`src/rtl/branch_resolve_queue.sv`:
```
// In-order queue of in-flight branch predictions; pops on resolve and emits a
// registered predictor-update packet, with misprediction recovery and statistics.
module branch_resolve_queue #(
    parameter int DEPTH = 8,
    parameter int PC_W  = 10,
    parameter int GH_W  = 12,
    parameter int CNT_W = 16
) (
    input  logic                       clk_i,
    input  logic                       rst_ni,
    input  logic                       enq_valid_i,
    output logic                       enq_ready_o,
    input  logic [PC_W-1:0]            enq_pc_i,
    input  logic                       enq_pred_i,
    input  logic                       enq_local_pred_i,
    input  logic                       enq_global_pred_i,
    input  logic [GH_W-1:0]            enq_ghist_i,
    input  logic                       res_valid_i,
    input  logic                       res_taken_i,
    input  logic                       flush_i,
    output logic                       upd_valid_o,
    output logic [PC_W-1:0]            upd_pc_o,
    output logic                       upd_taken_o,
    output logic                       upd_pred_o,
    output logic                       upd_local_ok_o,
    output logic                       upd_global_ok_o,
    output logic [GH_W-1:0]            upd_ghist_o,
    output logic                       mispredict_o,
    output logic [GH_W-1:0]            recover_ghist_o,
    output logic [$clog2(DEPTH):0]     occupancy_o,
    output logic [CNT_W-1:0]           branch_count_o,
    output logic [CNT_W-1:0]           mispredict_count_o,
    output logic                       underflow_err_o
);
    localparam int AW = $clog2(DEPTH);
    localparam int OW = AW + 1;
    localparam int EW = PC_W + 3 + GH_W;

    logic [EW-1:0]    mem_q [DEPTH];
    logic [AW-1:0]    head_q, head_d, tail_q, tail_d;
    logic [OW-1:0]    occ_q, occ_d;
    logic [CNT_W-1:0] branch_count_q, branch_count_d;
    logic [CNT_W-1:0] mispredict_count_q, mispredict_count_d;

    logic             upd_valid_q, mispredict_q, underflow_q;
    logic [PC_W-1:0]  upd_pc_q;
    logic             upd_taken_q, upd_pred_q, upd_local_ok_q, upd_global_ok_q;
    logic [GH_W-1:0]  upd_ghist_q, recover_ghist_q;

    logic [EW-1:0]    head_entry;
    logic [PC_W-1:0]  h_pc;
    logic             h_pred, h_lp, h_gp;
    logic [GH_W-1:0]  h_gh;
    logic             full, do_res, mis, do_enq;

    always_comb begin
        head_entry = mem_q[head_q];
        h_pc       = head_entry[EW-1 -: PC_W];
        h_pred     = head_entry[GH_W+2];
        h_lp       = head_entry[GH_W+1];
        h_gp       = head_entry[GH_W];
        h_gh       = head_entry[GH_W-1:0];
    end

    // Flush dominates everything; a mispredicted pop squashes the same-cycle enqueue.
    assign full   = (occ_q == OW'(DEPTH));
    assign do_res = res_valid_i && (occ_q != '0) && !flush_i;
    assign mis    = do_res && (h_pred != res_taken_i);
    assign do_enq = enq_valid_i && !full && !flush_i && !mis;

    always_comb begin
        head_d = head_q;
        tail_d = tail_q;
        occ_d  = occ_q;
        if (flush_i) begin
            tail_d = head_q;
            occ_d  = '0;
        end else if (mis) begin
            head_d = head_q + AW'(1);
            tail_d = head_q + AW'(1);
            occ_d  = '0;
        end else begin
            if (do_res) head_d = head_q + AW'(1);
            if (do_enq) tail_d = tail_q + AW'(1);
            occ_d = occ_q + OW'(do_enq) - OW'(do_res);
        end
    end

    always_comb begin
        branch_count_d     = branch_count_q;
        mispredict_count_d = mispredict_count_q;
        if (do_res && (branch_count_q != '1))
            branch_count_d = branch_count_q + CNT_W'(1);
        if (mis && (mispredict_count_q != '1))
            mispredict_count_d = mispredict_count_q + CNT_W'(1);
    end

    // Entry storage carries no reset; validity is tracked by the pointers alone.
    always_ff @(posedge clk_i) begin
        if (do_enq)
            mem_q[tail_q] <= {enq_pc_i, enq_pred_i, enq_local_pred_i, enq_global_pred_i, enq_ghist_i};
    end

    always_ff @(posedge clk_i or negedge rst_ni) begin
        if (!rst_ni) begin
            head_q             <= '0;
            tail_q             <= '0;
            occ_q              <= '0;
            branch_count_q     <= '0;
            mispredict_count_q <= '0;
            upd_valid_q        <= 1'b0;
            mispredict_q       <= 1'b0;
            underflow_q        <= 1'b0;
            upd_pc_q           <= '0;
            upd_taken_q        <= 1'b0;
            upd_pred_q         <= 1'b0;
            upd_local_ok_q     <= 1'b0;
            upd_global_ok_q    <= 1'b0;
            upd_ghist_q        <= '0;
            recover_ghist_q    <= '0;
        end else begin
            head_q             <= head_d;
            tail_q             <= tail_d;
            occ_q              <= occ_d;
            branch_count_q     <= branch_count_d;
            mispredict_count_q <= mispredict_count_d;
            upd_valid_q        <= do_res;
            mispredict_q       <= mis;
            underflow_q        <= underflow_q | (res_valid_i && (occ_q == '0));
            if (do_res) begin
                upd_pc_q        <= h_pc;
                upd_taken_q     <= res_taken_i;
                upd_pred_q      <= h_pred;
                upd_local_ok_q  <= (h_lp == res_taken_i);
                upd_global_ok_q <= (h_gp == res_taken_i);
                upd_ghist_q     <= h_gh;
                recover_ghist_q <= {h_gh[GH_W-2:0], res_taken_i};
            end
        end
    end

    assign enq_ready_o        = !full;
    assign upd_valid_o        = upd_valid_q;
    assign upd_pc_o           = upd_pc_q;
    assign upd_taken_o        = upd_taken_q;
    assign upd_pred_o         = upd_pred_q;
    assign upd_local_ok_o     = upd_local_ok_q;
    assign upd_global_ok_o    = upd_global_ok_q;
    assign upd_ghist_o        = upd_ghist_q;
    assign mispredict_o       = mispredict_q;
    assign recover_ghist_o    = recover_ghist_q;
    assign occupancy_o        = occ_q;
    assign branch_count_o     = branch_count_q;
    assign mispredict_count_o = mispredict_count_q;
    assign underflow_err_o    = underflow_q;
endmodule

```
`config.mk`:
```
export PLATFORM = sky130hd
export DESIGN_NAME = branch_resolve_queue
export DESIGN_NICKNAME = d
export VERILOG_FILES = /design/src/rtl/branch_resolve_queue.sv
export SDC_FILE = /design/constraint.sdc
export NUM_CORES = 1
export LEC_CHECK = 0
export ABC_AREA = 1
export CORE_MARGIN = 10
export CORE_UTILIZATION = 40
export DETAILED_ROUTE_END_ITERATION = 6
export SLEW_MARGIN = 20
export SYNTH_ARGS = -nofsm -noshare
export SYNTH_HDL_FRONTEND = slang
export SYNTH_SLANG_ARGS = --single-unit
```
`constraint.sdc`:
```
create_clock -name clk_i -period 3.1 [get_ports clk_i]
set_clock_uncertainty 0.05 [all_clocks]
set_input_delay 0.93 -clock clk_i [delete_from_list [all_inputs] [get_ports clk_i]]
set_output_delay 0.93 -clock clk_i [all_outputs]
set_load 0.03 [all_outputs]
```
==> flow_metrics.tcl <==
set metrics [dict create \
    gp_congestion 0.785 \
    synthSimpleGateAreaFrac 0.135 \
    fin_ws_ns 0.121 \
    synth_top_family_by_area "simple AND/OR/NAND/NOR gates" \
    drv_slew 0 \
    ys_types 40 \
    peakVddDrop_uv 597 \
    first_global_vias 7551 \
    firstDrtPassIters 4 \
    final_common_cell "edfxtp_1" \
    rsz0062_at_grt "false" \
    cap_violations 0 \
    io_pins 109 \
    diodes 0 \
    p_total_mw 12.2 \
    ys_warn_count 0 \
    synth_top_area_frac 0.536 \
    setup_viol 0 \
    grt_busiest_layer "met2" \
    fillers 2477 \
    synth_top_cells_by_area "edfxtp_1, dfrtp_1, nand2_1, o21ai_0, nor2_1" \
    cts_buffers 28 \
    crit_path_start_kind "flip-flop" \
    r2r_start "occupancy_o[2]" \
    postCtsSetupRepairBufs 0 \
    coreArea_mm2 0.0277 \
    worst_ep_arrival_time_ns 2.00 \
    dp.cells 1418 \
    worstPathMaxFanout 3 \
    p_per_area_mw_per_mm2 886 \
    syn_inst 939 \
    synth_compound_area_frac 0.0923 \
    initial_core_util 0.405 \
    drtIter0Drc 618 \
    tns_ns 0 \
    place_ws_ns -0.0878 \
    netlist_area_mm2 0.0112 \
    die_w_um 187 \
    reg2regPathDepth 14 \
    grt_usage 0.145 \
    grt.overflow.total 0 \
    num-nets-final 1112 \
    rrSetupSlack_ns 0.43 \
    use_met1 0.191 \
    ctsResizeCount 0 \
    die_area_mm2 0.0351 \
    max_slew_margin 0.452 \
    critPathCaptureType "primary output" \
    vias 7420 \
    drc 0 \
    use_met2 0.237 \
    worst_slew_pin_slew_ns 0.822 \
    antenna_found_initial 0 \
    hold_class "in2async" \
    area_growth_pct 23.2 \
    timing.fmax_ghz 0.336 \
    clk-insertion-delay-late_ns 0.54 \
    yosysSeqAreaShare 0.694 \
    cts_tree "yes" \
    wirelength_um 26100 \
    rows 61 \
    path_class "reg2out" \
    synth.net_count 981 \
    die_h_um 187 \
    final_cell_mix "edfxtp_1, nand2_1, nor2_1" \
    synth_fa_ha_area_frac 0.0129 \
    clockRootBuffer "clkbuf_16" \
    grt_pass1_wl_um 41500 \
    grt_start_max_net_pins 81 \
    vias_per_cell 5.05 \
    portBuffers 108 \
    synth_mux_area_frac 0 \
    syn_area_per_cell_um2 11.9 \
    dp_hpwl_um 16600 \
    hold_viol 0 \
    clkTransAtPathRegs_ns 0.06 \
    ant_nets 0 \
    cts_sinks 271 \
    ys_ff_latch 271 \
    final_util 0.499 \
    htreeDepth 1 \
    p_leak_nw 5.10 \
    worstPathRequired_ns 2.12 \
    fin_crit_sh 0.961 \
    clk_path_buf_depth 3 \
    holdBufCountCts 0 \
    fin_cells 1470 \
    post_drt_wl_per_cell_um 17.7 \
    synth_top_area_cell "edfxtp_1" \
    reg2reg_to "occupancy_o[2]" \
    yosys.area_share.xor_xnor 0.0226 \
    layout-drive-gt1-share 0.119 \
    grt.met3_usage 0.0283 \
    status "finished clean" \
    fin_crit_ns 2.98 \
]
[worst max-delay path by stage]
| stage | slack [ns] | from | endpoint |
|---|---|---|---|
| after floorplan | -0.09 | occupancy_o[2] | mem_q[1][0] |
| after global placement | -0.05 | res_valid_i | occupancy_o[1] |
| after detailed placement | -0.09 | res_taken_i | occupancy_o[2] |
| after CTS | 0.05 | occupancy_o[2] | enq_ready_o |
| after global routing | 0.04 | occupancy_o[2] | enq_ready_o |
| final | 0.12 | occupancy_o[2] | enq_ready_o |
[routing by layer]
layer | wire length (µm) | up-vias | part of all wire
met5 | 0 | - | 0
met4 | 575 | 0 | 0.022
met3 | 1560 | 39 | 0.060
met2 | 12200 | 207 | 0.47
met1 | 11700 | 3601 | 0.45
li1 | - | 3573 | -
[power by group]
part           switching [mW]  total (mW)  internal, mW
logic                    2.79        4.30          1.52
clock network            1.40        3.22          1.82
registers               0.317        4.72          4.40
[final cells by class]
cell class / instances / area, µm² / share of cell area
Tap cell: 378 / 473 / 0.0342
Inverter: 49 / 191 / 0.0139
Clock inverter: 12 / 80.1 / 0.00579
Timing Repair Buffer: 158 / 1520 / 0.110
Clock buffer: 40 / 807 / 0.0584
Sequential cell: 271 / 7780 / 0.563
Multi-Input combinational cell: 562 / 2970 / 0.215
[sequential cells by signal, summed over array words and instances, names as in the netlist, 3 cells and up]
signal	cells
branch_count_o	16
head_q	3
mem_q	200
mispredict_count_o	16
occupancy_o	4
tail_q	3
upd_ghist_o	12
upd_pc_o	10
[worst max-delay path, cell delays in order (launching register included)]
cell	delay, ns
dfrtp_1	0.37
inv_1	0.09
ha_1	0.21
nand2_1	0.11
clkdlybuf4s50_1	0.69
[cell usage after synthesis, drive strengths merged]
library cell and instances:
dfrtp 71, ha 10, o21ai 110, o221ai 39, nand4 4, buf 24, o22ai 9, a31o 1
nand2 148, nand3 51, nor3 10, edfxtp 200, nor2 132, nor4 4, xnor2 11, o211ai 8
o21a 1, a21oi 2, xor2 18, inv 47, nand3b 1, nor3b 2, clkinv 2, clkbuf 33
fa 1
[through the flow]
| stage | hold WS [ns] | cell area [µm²] |
|---|---|---|
| floorplan | 0.473 | 11200 |
| global placement | 0.416 | 12900 |
| detailed placement | 0.418 | 12900 |
| CTS | 0.317 | 13800 |
| global route | 0.336 | 13800 |
| finish | 0.315 | 13800 |
[kinds of logic after synthesis]
family / Yosys count
XOR/XNOR: 29
flip-flops: 271
AND/OR/NAND/NOR: 352
adder cells (fa/ha/maj): 11
AO/OA/AOI/OAI: 170
buffers and inverters: 106
No activity file was read; power rests on OpenSTA's default activity.
